**config.mk**
```make
export PLATFORM = sky130hd
export DESIGN_NAME = led_frame_write_arbiter_flat
export DESIGN_NICKNAME = d
export VERILOG_FILES = /design/src/rtl/led_frame_write_arbiter_if.sv /design/src/rtl/led_frame_write_arbiter.sv /design/src/flat_wrapper.sv
export SDC_FILE = /design/constraint.sdc
export NUM_CORES = 1
export LEC_CHECK = 0
export BUFFER_PORTS_ARGS = -buffer_cell sky130_fd_sc_hd__buf_4
export CELL_PAD_IN_SITES_DETAIL_PLACEMENT = 1
export CELL_PAD_IN_SITES_GLOBAL_PLACEMENT = 1
export CORE_MARGIN = 5
export CORE_UTILIZATION = 28
export CTS_CLUSTER_DIAMETER = 30
export DETAILED_ROUTE_END_ITERATION = 10
export HOLD_SLACK_MARGIN = 0.05
export PLACE_DENSITY = 0.84
export SETUP_SLACK_MARGIN = 0.02
export SYNTH_ARGS = -nofsm -noshare
export SYNTH_HDL_FRONTEND = slang
export SYNTH_SLANG_ARGS = --single-unit
export TNS_END_PERCENT = 30
```
**constraint.sdc**
```tcl
create_clock -name clk_in -period 1.44 [get_ports clk_in]
set_input_delay 0.288 -clock clk_in [delete_from_list [all_inputs] [get_ports clk_in]]
set_output_delay 0.288 -clock clk_in [all_outputs]
set_load 0.005 [all_outputs]
```
**src/rtl/led_frame_write_arbiter_if.sv**
```systemverilog
// -----------------------------------------------------------------------------
// led_frame_write_arbiter_if
// Purpose : bundles the two requester write-burst channels and frame-RAM write
//           port A into one connection for led_frame_write_arbiter.
// Signals : req0_* / req1_*  valid/ready beat handshake with word address,
//                            32-bit data and end-of-burst marker.
//           ram_*            port A byte write enables, byte address and data.
// Modports: slave  - the arbiter (consumes requests, drives RAM port A)
//           master - the requesters / RAM side (drives requests)
// -----------------------------------------------------------------------------
interface led_frame_write_arbiter_if #(
   parameter int unsigned ADDR_W = 10
);
   logic              req0_valid_in;
   logic              req0_ready_out;
   logic [ADDR_W-1:0] req0_addr_in;
   logic [31:0]       req0_data_in;
   logic              req0_last_in;

   logic              req1_valid_in;
   logic              req1_ready_out;
   logic [ADDR_W-1:0] req1_addr_in;
   logic [31:0]       req1_data_in;
   logic              req1_last_in;

   logic [3:0]        ram_wena_out;
   logic [31:0]       ram_addra_out;
   logic [31:0]       ram_dina_out;

   modport slave (
      input  req0_valid_in, req0_addr_in, req0_data_in, req0_last_in,
      output req0_ready_out,
      input  req1_valid_in, req1_addr_in, req1_data_in, req1_last_in,
      output req1_ready_out,
      output ram_wena_out, ram_addra_out, ram_dina_out
   );

   modport master (
      output req0_valid_in, req0_addr_in, req0_data_in, req0_last_in,
      input  req0_ready_out,
      output req1_valid_in, req1_addr_in, req1_data_in, req1_last_in,
      input  req1_ready_out,
      input  ram_wena_out, ram_addra_out, ram_dina_out
   );
endinterface

```
**src/rtl/led_frame_write_arbiter.sv**
```systemverilog
// -----------------------------------------------------------------------------
// led_frame_write_arbiter
// Purpose : owns write port A of the ping-pong frame RAM. Round-robin
//           arbitration between requester 0 (host frame loader) and
//           requester 1 (test-pattern generator) with whole-burst locking.
//           Writes land in the write bank; port B reads the other bank. Banks
//           swap only at a frame boundary reported by the read controller.
// Ports   : clk_in, n_reset_in     clock, async active-low reset
//           bus (slave)            requester channels + RAM port A
//           swap_req_in            pulse: request a bank swap
//           frame_done_in          pulse: read side finished a frame
//           read_bank_out          bank seen by port B (port B address MSB)
//           write_bank_out         bank targeted by writes (= !read_bank_out)
//           swap_done_out          one-cycle pulse after a swap takes effect
//           addr_err_out           one-cycle pulse after an out-of-range beat
// -----------------------------------------------------------------------------
module led_frame_write_arbiter #(
   parameter int unsigned FRAME_WORDS = 1024,
   parameter int unsigned ADDR_W      = 10
) (
   input  logic                           clk_in,
   input  logic                           n_reset_in,
   led_frame_write_arbiter_if.slave       bus,
   input  logic                           swap_req_in,
   input  logic                           frame_done_in,
   output logic                           read_bank_out,
   output logic                           write_bank_out,
   output logic                           swap_done_out,
   output logic                           addr_err_out
);

   typedef enum logic [1:0] {IDLE, GRANT0, GRANT1} state_t;

   state_t            state_q, state_d;
   logic              ptr_q, ptr_d;        // requester favoured on a tie
   logic              swap_pending_q;
   logic              read_bank_q;
   logic [3:0]        wena_q;
   logic [31:0]       addra_q;
   logic [31:0]       dina_q;
   logic              addr_err_q;
   logic              swap_done_q;

   logic              acc0, acc1, acc;
   logic [ADDR_W-1:0] beat_addr;
   logic [31:0]       beat_data;
   logic              beat_last;
   logic              in_range;
   logic              swap_now;

   // Ready is a pure decode of the grant state, so it is 0 out of reset and
   // rises the cycle after the grant decision.
   assign bus.req0_ready_out = (state_q == GRANT0);
   assign bus.req1_ready_out = (state_q == GRANT1);

   assign acc0 = bus.req0_ready_out & bus.req0_valid_in;
   assign acc1 = bus.req1_ready_out & bus.req1_valid_in;
   assign acc  = acc0 | acc1;

   assign beat_addr = acc1 ? bus.req1_addr_in : bus.req0_addr_in;
   assign beat_data = acc1 ? bus.req1_data_in : bus.req0_data_in;
   assign beat_last = acc1 ? bus.req1_last_in : bus.req0_last_in;
   assign in_range  = 32'(beat_addr) < FRAME_WORDS;

   // A swap never lands while a burst owns the port or while the last write
   // of a burst is still sitting in the output register, so a burst always
   // completes entirely inside one bank.
   assign swap_now = (swap_pending_q | swap_req_in) & frame_done_in &
                     (state_q == IDLE) & (wena_q == 4'h0);

   always_comb begin
      // NOTE: every signal written here gets a default first, so no path
      // leaves it unassigned and no latch is inferred.
      state_d = state_q;
      ptr_d   = ptr_q;
      unique case (state_q)
         IDLE: begin
            // A pending swap freezes new grants until the frame boundary.
            if (!swap_pending_q) begin
               if (bus.req0_valid_in && bus.req1_valid_in)
                  state_d = ptr_q ? GRANT1 : GRANT0;
               else if (bus.req0_valid_in)
                  state_d = GRANT0;
               else if (bus.req1_valid_in)
                  state_d = GRANT1;
            end
         end
         GRANT0: begin
            if (acc0 && bus.req0_last_in) begin
               state_d = IDLE;
               ptr_d   = 1'b1;
            end
         end
         GRANT1: begin
            if (acc1 && bus.req1_last_in) begin
               state_d = IDLE;
               ptr_d   = 1'b0;
            end
         end
         default: state_d = IDLE;
      endcase
   end

   always_ff @(posedge clk_in or negedge n_reset_in) begin
      if (!n_reset_in) begin
         state_q        <= IDLE;
         ptr_q          <= 1'b0;
         swap_pending_q <= 1'b0;
         read_bank_q    <= 1'b0;
         wena_q         <= 4'h0;
         addra_q        <= 32'h0;
         dina_q         <= 32'h0;
         addr_err_q     <= 1'b0;
         swap_done_q    <= 1'b0;
      end else begin
         // NOTE: sequential state uses non-blocking assignments so every
         // register samples the pre-edge values regardless of statement order.
         state_q     <= state_d;
         ptr_q       <= ptr_d;
         swap_done_q <= swap_now;
         addr_err_q  <= acc & ~in_range;

         if (swap_now) begin
            read_bank_q    <= ~read_bank_q;
            swap_pending_q <= 1'b0;
         end else if (swap_req_in) begin
            swap_pending_q <= 1'b1;
         end

         // Out-of-range beats are handshaken but leave address/data holding.
         if (acc && in_range) begin
            wena_q  <= 4'hF;
            addra_q <= 32'({~read_bank_q, beat_addr, 2'b00});
            dina_q  <= beat_data;
         end else begin
            wena_q  <= 4'h0;
         end
      end
   end

   assign bus.ram_wena_out  = wena_q;
   assign bus.ram_addra_out = addra_q;
   assign bus.ram_dina_out  = dina_q;
   assign read_bank_out     = read_bank_q;
   assign write_bank_out    = ~read_bank_q;
   assign swap_done_out     = swap_done_q;
   assign addr_err_out      = addr_err_q;

endmodule

```
**src/flat_wrapper.sv**
```systemverilog
// flat-port wrapper written by rule: the top's interface ports become plain ports
module led_frame_write_arbiter_flat 
#(
   parameter int unsigned FRAME_WORDS = 1024,
   parameter int unsigned ADDR_W      = 10
)
  (clk_in, n_reset_in, swap_req_in, frame_done_in, read_bank_out, write_bank_out, swap_done_out, addr_err_out, bus_req0_valid_in, bus_req0_addr_in, bus_req0_data_in, bus_req0_last_in, bus_req0_ready_out, bus_req1_valid_in, bus_req1_addr_in, bus_req1_data_in, bus_req1_last_in, bus_req1_ready_out, bus_ram_wena_out, bus_ram_addra_out, bus_ram_dina_out);
  led_frame_write_arbiter_if #(.ADDR_W(ADDR_W)) bus_i ();
  input  logic clk_in;
  input  logic n_reset_in;
  input  logic swap_req_in;
  input  logic frame_done_in;
  output logic read_bank_out;
  output logic write_bank_out;
  output logic swap_done_out;
  output logic addr_err_out;
  input wire logic [$bits(bus_i.req0_valid_in)-1:0] bus_req0_valid_in;
  input wire logic [$bits(bus_i.req0_addr_in)-1:0] bus_req0_addr_in;
  input wire logic [$bits(bus_i.req0_data_in)-1:0] bus_req0_data_in;
  input wire logic [$bits(bus_i.req0_last_in)-1:0] bus_req0_last_in;
  output wire logic [$bits(bus_i.req0_ready_out)-1:0] bus_req0_ready_out;
  input wire logic [$bits(bus_i.req1_valid_in)-1:0] bus_req1_valid_in;
  input wire logic [$bits(bus_i.req1_addr_in)-1:0] bus_req1_addr_in;
  input wire logic [$bits(bus_i.req1_data_in)-1:0] bus_req1_data_in;
  input wire logic [$bits(bus_i.req1_last_in)-1:0] bus_req1_last_in;
  output wire logic [$bits(bus_i.req1_ready_out)-1:0] bus_req1_ready_out;
  output wire logic [$bits(bus_i.ram_wena_out)-1:0] bus_ram_wena_out;
  output wire logic [$bits(bus_i.ram_addra_out)-1:0] bus_ram_addra_out;
  output wire logic [$bits(bus_i.ram_dina_out)-1:0] bus_ram_dina_out;
  assign bus_i.req0_valid_in = bus_req0_valid_in;
  assign bus_i.req0_addr_in = bus_req0_addr_in;
  assign bus_i.req0_data_in = bus_req0_data_in;
  assign bus_i.req0_last_in = bus_req0_last_in;
  assign bus_req0_ready_out = bus_i.req0_ready_out;
  assign bus_i.req1_valid_in = bus_req1_valid_in;
  assign bus_i.req1_addr_in = bus_req1_addr_in;
  assign bus_i.req1_data_in = bus_req1_data_in;
  assign bus_i.req1_last_in = bus_req1_last_in;
  assign bus_req1_ready_out = bus_i.req1_ready_out;
  assign bus_ram_wena_out = bus_i.ram_wena_out;
  assign bus_ram_addra_out = bus_i.ram_addra_out;
  assign bus_ram_dina_out = bus_i.ram_dina_out;
  led_frame_write_arbiter #(.FRAME_WORDS(FRAME_WORDS), .ADDR_W(ADDR_W)) u_core (.clk_in(clk_in), .n_reset_in(n_reset_in), .bus(bus_i), .swap_req_in(swap_req_in), .frame_done_in(frame_done_in), .read_bank_out(read_bank_out), .write_bank_out(write_bank_out), .swap_done_out(swap_done_out), .addr_err_out(addr_err_out));
endmodule
```
; ---- Yosys cells after proc, flatten, opt, wreduce, memory -nomap -nowiden
; Index checks and enable logic that the tools add are counted.
[classes]
n_addsub = 0
multipliers = 0
div = 0
order_cmp = 0
n_eq_ne = 6
shifts = 0
muxes = 16
bitwise_logic = 8
n_reduce_logical = 9
[op_table]
columns = operator, count
row1 = $mux W32, 1
row2 = $mux W2, 7
row3 = $mux W10, 1
row4 = $ne A2 B2 Y1 const B, 3
row5 = $pmux W2 S3, 1
row6 = $and A1 B1 Y1, 5
row7 = $logic_not A4 Y1, 1
row8 = $mux W1, 4
row9 = $mux W4, 1
row10 = $ne A4 B4 Y1 const B, 1
row11 = $reduce_and A4 Y1, 1
row12 = $reduce_bool A2 Y1, 2
row13 = $logic_and A1 B1 Y1, 3
row14 = $reduce_and A3 Y1, 1
row15 = $eq A2 B1 Y1 const B, 1
row16 = $eq A2 B2 Y1 const B, 1
row17 = $logic_not A2 Y1, 1
row18 = $or A1 B1 Y1, 2
row19 = $pmux W1 S2, 1
row20 = $not A1 Y1, 1
[totals]
regBits = 53
latchBits = 0
ramBits = 0
mem_bits_ro = 0
elab_cells = 47
n_memories = 0

; ---- Longest topological paths before layout
; Gate-level depths: netlist (run 1).
[depth]
word_depth = 5
depth_mapped = 5

; ---- Worst setup path after synthesis (run 1)
; No wires, ideal clock.
[synth_timing]
path_kind = register to register
from = reg u_core.state_q[1]
to = reg u_core.addra_q[2] (netlist: u_core.bus.ram_addra_out[2])
t_arrival_ns = 1.082
path_slack_ns = 0.236
stages_incl_launch_ff = 6
synth_period_minus_slack_ns = 1.204
path_cell_list = dfrtp_1 and3b_1 buf_2 buf_4 a21oi_1 a21oi_1
[synth_via]
elab_chain_len = 3
elab_cells_between_ends = 6
cone_classes = 2 x eq/ne / 1 x mux / 3 x bitwise
[synth_rtl]
columns = element, line
row1 = "start, declared", led_frame_write_arbiter.sv:34  ; state_t state_q, state_d;
row2 = "start signal, assigned", led_frame_write_arbiter.sv:118  ; state_q <= state_d;
row3 = $eq A2 B2 Y1 / $eq A2 B1 Y1 (equally long branches), "led_frame_write_arbiter.sv:54, led_frame_write_arbiter.sv:53"
row4 = "$and A1 B1 Y1, on equally long branches", "led_frame_write_arbiter.sv:57, led_frame_write_arbiter.sv:56"
row5 = $mux W10 / $or A1 B1 Y1 (equally long branches), "led_frame_write_arbiter.sv:60, led_frame_write_arbiter.sv:58"
row6 = "end signal, assigned", led_frame_write_arbiter.sv:133  ; addra_q <= 32'({~read_bank_q, beat_addr, 2'b00});
row7 = "end, declared", led_frame_write_arbiter.sv:39  ; logic [31:0] addra_q;
; Parallel ways exist; a longest one is shown, timed or not.
; A chain may end at the register's enable or synchronous reset.

; ---- Worst setup path after layout (run 1)
[layout_timing]
from = reg u_core.state_q[1]
to = out bus_req1_ready_out
[layout_via]
elab_chain_len = 1
[layout_rtl]
columns = element, line
row1 = $eq A2 B2 Y1, led_frame_write_arbiter.sv:54  ; assign bus.req1_ready_out = (state_q == GRANT1);
row2 = "end, declared", flat_wrapper.sv:26  ; output wire logic [$bits(bus_i.req1_ready_out)-1:0] bus_req1_ready_out;
; No other way between the ends.

==> results of run 1 <==
==> kinds of logic after synthesis <==
logic type                Yosys count
DFF                                50
other                               1
and+or+nand+nor                   101
AOI/OAI and AO/OA                  90
buffers and inverters              44
xor gates and xnor gates            1
==> how the worst min path moves through the flow <==
stage | start | to | cells after the start
5_1_grt | bus_req1_last_in | u_core.ptr_q$_DFFE_PN0P_ | 2
4_1_cts | bus_req1_last_in | u_core.ptr_q$_DFFE_PN0P_ | 2
2_1_floorplan | n_reset_in | u_core.bus.ram_addra_out[10]$_DFFE_PN0P_ | 0
6_report | bus_req1_last_in | u_core.ptr_q$_DFFE_PN0P_ | 2
3_5_place_dp | n_reset_in | u_core.bus.ram_addra_out[2]$_DFFE_PN0P_ | 1
3_3_place_gp | n_reset_in | u_core.bus.ram_addra_out[2]$_DFFE_PN0P_ | 1
==> area by class of cell <==
class | instances | share of cell area [%]
inverter | 1 | 0.102
clock buffer | 7 | 2.08
sequential | 50 | 34.1
timing repair buffer | 154 | 33.3
tap | 108 | 3.68
multi-input combinational | 214 | 26.7
==> sequential cells by signal, indices dropped and copies added, names as in the netlist <==
name and count:
u_core.read_bank_out 1, u_core.bus.ram_addra_out 11, u_core.state_q 2, u_core.ptr_q 1, u_core.bus.ram_wena_out 1, u_core.bus.ram_dina_out 32, u_core.swap_done_out 1, u_core.swap_pending_q 1
==> per-layer routing <==
layer / vias up / GRT usage (%) / wire [um]
met1: 1214 / 17.4 / 3120
met3: 4 / 4.36 / 723
li1: 1178 / - / -
met4: 0 / 2.69 / 34
met5: - / 0 / 0
met2: 93 / 27.3 / 4350
==> metrics by stage <==
step | utilization, % | std cells
CTS | 42.4 | 533
global placement | 41.3 | 525
detailed placement | 41.3 | 525
finish | 42.5 | 534
global route | 42.5 | 534
floorplan | - | 308
==> worst max-delay path: stages (launching register included) <==
cell     delay [ns]
dfrtp_2        0.47
nor2b_2        0.18
buf_4          0.14
==> Yosys cell counts (2+ instances only) <==
| library cell | n |
|---|---|
| a21oi_1 | 86 |
| and3b_1 | 2 |
| buf_2 | 10 |
| buf_4 | 33 |
| dfrtp_1 | 50 |
| nand2_1 | 46 |
| nand3b_1 | 2 |
| nor2_1 | 45 |
| nor2b_1 | 2 |
==> power by group through the flow <==
stage / registers (mW) / logic, mW / clock network, mW
global placement: 2.56 / 3.17 / 0
finish: 2.58 / 3.25 / 0.783
global route: 2.68 / 3.62 / 0.873
floorplan: 2.60 / 1.49 / 0
CTS: 2.59 / 3.31 / 0.828
detailed placement: 2.61 / 3.28 / 0
==> what timing repair did <==
action	4_1_cts	5_1_grt
setup endpoints to repair	2	3
buffers inserted	0	1
endpoints found under the hold margin	22	0
gates resized for setup	4	1
gates cloned	0	0
hold buffers	1	0
==> impl_metrics.tcl, run 1 <==
set metrics [dict create \
    combPwrFrac_pct 49.2 \
    crit_end "bus_req1_ready_out" \
    initial_core_util_pct 28.3 \
    ys_ff_latch 50 \
    power_density_nw_per_um2 1800 \
    antenna_left 0 \
    drtPass1Iterations 4 \
    reg2reg_from "u_core.state_q[1]$_DFFE_PN0P_" \
    cap_violations 0 \
    die_w_um 103 \
    yosysTopAreaCellShare_pct 51.2 \
    avgRoutedWirePerCell_um 15.4 \
    fin_crit_ns 1.37 \
    synthSimpleGateAreaFrac_pct 17.0 \
    portBuffers 143 \
    regToRegSetupSlack_ns 0.12 \
    numCtsBuffers 5 \
    synth_async_sr_flop_share_pct 100 \
    cts-root-buf "clkbuf_8" \
    yosysSeqAreaShare_pct 51.2 \
    crit_path_start "u_core.state_q[1]$_DFFE_PN0P_" \
    cp.required_ns 1.15 \
    worst_setup_path_start_kind "register" \
    rows 34 \
    setup_viol 0 \
    vias_per_cell 4.66 \
    synth_edf_count 0 \
    fin_area_um2 3670 \
    synthCells 287 \
    core_area_um2 8640 \
    netSwitchingFraction_pct 35.7 \
    grt_setup_unrepaired "true" \
    clockPowerShare_pct 11.8 \
    grt_max_degree 29 \
    grt_pass1_wl_mm 12.6 \
    hold_viol 0 \
    hold_ws_ns 0.160 \
    leakagePower_nw 1.88 \
    yosys.area_share.adder_pct 0 \
    netlist-cell-type-count 20 \
    dieArea_um2 10700 \
    arrival_ns 1.08 \
    cts_sinks 50 \
    vias 2489 \
    cts_tree "yes" \
    fin_ws_ns 0.0696 \
    drtIter0Drc 45 \
    reg2reg_to "u_core.bus.ram_dina_out[14]$_DFFE_PN0P_" \
    syn_area_um2 2440 \
    multi_input_comb_area_um2 982 \
    outcome "finished, final reports clean" \
    grt_pass1_vias 2596 \
    tns_ns 0 \
    place_area_um2 3570 \
    register_area_um2 1250 \
    min_period_over_period_pct 95.2 \
    layout.nets 518 \
    fin_skew_ns 0.00411 \
    yosysTopAreaCell "dfrtp_1" \
    power_frac_seq_pct 39.0 \
    avgSynthCellArea_um2 8.52 \
    cts_buffer_depth 2 \
    setup.worst_path.class "register to primary output" \
    synth_top_family_by_area "compound AO/OA/AOI/OAI gates" \
    synth_ff_type "dfrtp_1" \
    intPower_mw 4.25 \
    final_common_cell "buf_4" \
    maxSlewViolCount 0 \
    cp_max_fo 8 \
    cp-end-kind "primary output" \
    syn2layout_area_growth_pct 50.2 \
    final_cell_mix "buf_4, a21oi_1, dfrtp_1, nand2_1, nor2_1" \
    routed_wl_mm 8.22 \
    hp-class "input port to register" \
    dpl_worst_slack_ns 0.121 \
    synthMuxAreaShare_pct 0 \
    antenna_cells 0 \
    routabilityCongestion 0.759 \
    cts.clk_slew.worst_paths_ns 0.09 \
    drive_above_1_share_pct 38.5 \
    clk_latency_ns 0.30 \
    synth_compound_area_share_pct 18.9 \
    nFillCells 1066 \
    grt_antenna_before_repair 0 \
    reg2regPathDepth 4 \
    htree_levels 2 \
    fmax_mhz 730 \
    grt_usage_pct 14.9 \
    dpl.hpwl_mm 6.44 \
    yosysWarnings 0 \
    die_height_um 103 \
    synth_area_leaders "dfrtp_1, a21oi_1, buf_4" \
    finalPower_mw 6.61 \
    pin_count 166 \
    grt-ovfl-total 0 \
    ir_worst_vdd_v 0.000543 \
    synth_xor_area_share_pct 0.358 \
    route.detailed.drc 0 \
    p_switching_mw 2.36 \
]
Note: power is estimated with default switching activity, not from simulation.
==> inputs of run 2 (changes only) <==
Settings changed: CORE_MARGIN 5 to 3, GPL_TIMING_DRIVEN set to 1.
==> impl_metrics.tcl, run 2 (synthesis gave the netlist of run 1 again) <==
set metrics [dict create \
    worst_setup_path_start_kind "register" \
    setup_viol 0 \
    die_w_um 99.4 \
    final_common_cell "buf_4" \
    cp.required_ns 1.15 \
    numCtsBuffers 5 \
    grt_usage_pct 16.2 \
    core_area_um2 8340 \
    fmax_mhz 731 \
    hold_depth 2 \
    pin_count 166 \
    fin_crit_ns 1.37 \
    final_cell_mix "buf_4, a21oi_1, dfrtp_1, nand2_1, nor2_1" \
    cap_violations 0 \
    cts_buffer_depth 2 \
    layout.nets 515 \
    combPwrFrac_pct 49.3 \
    reg2regPathDepth 4 \
    antenna_cells 0 \
    tns_ns 0 \
    postCtsSetupRepairBufs 0 \
    syn2layout_area_growth_pct 49.3 \
    power_frac_seq_pct 39.1 \
    power_density_nw_per_um2 1810 \
    grt-ovfl-total 0 \
    dieArea_um2 9890 \
    reg2reg_to "u_core.bus.ram_dina_out[17]$_DFFE_PN0P_" \
    grt_setup_unrepaired "true" \
    drtIter0Drc 56 \
    vias_per_cell 4.68 \
    clk_latency_ns 0.29 \
    fin_skew_ns 0.00335 \
    dpl.hpwl_mm 6.31 \
    p_switching_mw 2.38 \
    hold_viol 0 \
    cts-root-buf "clkbuf_8" \
    cp-end-kind "primary output" \
    intPower_mw 4.25 \
    arrival_ns 1.08 \
    cts.clk_slew.worst_paths_ns 0.08 \
    grt_pass1_vias 2611 \
    initial_core_util_pct 29.3 \
    cpPeakStageDelay_ns 0.47 \
    routed_wl_mm 8.17 \
    tightest_slew_ns 0.642 \
    drive_above_1_share_pct 38.3 \
    clockPowerShare_pct 11.6 \
    wl_met1_mm 3.14 \
    ir_worst_vdd_v 0.000658 \
    portBuffers 143 \
    vias 2471 \
    route.met3.wl_um 634 \
    antenna_left 0 \
    cts_tree "yes" \
    crit_buf_inv 1 \
    route.detailed.drc 0 \
    largest_reg_flops 32 \
    worst_path_max_delay_cell "dfrtp_2" \
    crit_end "bus_req1_ready_out" \
    cp_num_cells 2 \
    place_area_um2 3550 \
    maxSlewViolCount 0 \
    top_layer_used "met4" \
    grt_max_degree 51 \
    cts_sinks 50 \
    min_period_over_period_pct 95.0 \
    grt_pass1_wl_mm 13.1 \
    cpLargestDelayFamily "flip-flops" \
    reg2reg_from "u_core.state_q[1]$_DFFE_PN0P_" \
    htree_levels 2 \
    netSwitchingFraction_pct 35.9 \
    avgRoutedWirePerCell_um 15.5 \
    fin_area_um2 3650 \
    outcome "finished, final reports clean" \
    rows 33 \
    path_cells "nor2b_2, buf_4" \
    setup.worst_path.class "register to primary output" \
    cp_max_fo 8 \
    grt_antenna_before_repair 0 \
    regToRegSetupSlack_ns 0.14 \
    wl_met2_mm 4.31 \
    crit_path_start "u_core.state_q[1]$_DFFE_PN0P_" \
    hp-class "input port to register" \
    nFillCells 1037 \
    leakagePower_nw 1.86 \
    drtPass1Iterations 4 \
    slew_headroom_pct 57.2 \
    die_height_um 99.4 \
    routabilityCongestion 0.793 \
]
-- run 2: layer usage --
layer / global-route usage, % / vias up
li1: - / 1176
met3: 4.00 / 10
met2: 29.0 / 108
met1: 19.9 / 1177
met4: 2.84 / 0
met5: 0 / -
-- run 2: cell type report --
cell class                      count  area [um2]  area share [%]
Inverter                            1        3.75           0.103
Sequential cell                    50        1250            34.3
Clock buffer                        7        76.3            2.09
Timing Repair Buffer              151        1200            32.9
Tap cell                          105         131            3.60
Multi-Input combinational cell    214         983            26.9
-- run 2: worst min-delay path by stage --
stage                           from                                        to
floorplan                 n_reset_in  u_core.bus.ram_addra_out[10]$_DFFE_PN0P_
global placement          n_reset_in   u_core.bus.ram_dina_out[22]$_DFFE_PN0P_
detailed placement        n_reset_in   u_core.bus.ram_dina_out[24]$_DFFE_PN0P_
CTS                 bus_req1_last_in                  u_core.ptr_q$_DFFE_PN0P_
global route        bus_req1_last_in                  u_core.ptr_q$_DFFE_PN0P_
finish              bus_req1_last_in                  u_core.ptr_q$_DFFE_PN0P_
-- run 2: repair_timing --
item | in CTS | in global routing
hold buffers | 1 | 0
resized for setup | 4 | 3
hold endpoints to repair | 50 | 0
setup endpoints to repair | 2 | 8
-- run 2: stage by stage --
step / setup WS (ns) / hold WS [ns] / total power [mW] / utilization [%] / cells
global placement: 0.165 / 0.357 / 5.73 / 42.5 / 520
floorplan: 0.236 / -0.00759 / 4.09 / - / 308
detailed placement: 0.100 / 0.366 / 5.93 / 42.5 / 520
finish: 0.0720 / 0.177 / 6.63 / 43.8 / 528
global route: -0.0161 / 0.157 / 7.22 / 43.8 / 528
CTS: 0.0167 / 0.163 / 6.75 / 43.7 / 528
-- run 2: power by group through the flow --
| stage | sequential, mW | combinational, mW | clock [mW] |
|---|---|---|---|
| 6_report | 2.59 | 3.27 | 0.767 |
| 3_5_place_dp | 2.62 | 3.31 | 0 |
| 3_3_place_gp | 2.58 | 3.15 | 0 |
| 2_1_floorplan | 2.60 | 1.49 | 0 |
| 5_1_grt | 2.72 | 3.65 | 0.853 |
| 4_1_cts | 2.61 | 3.33 | 0.814 |
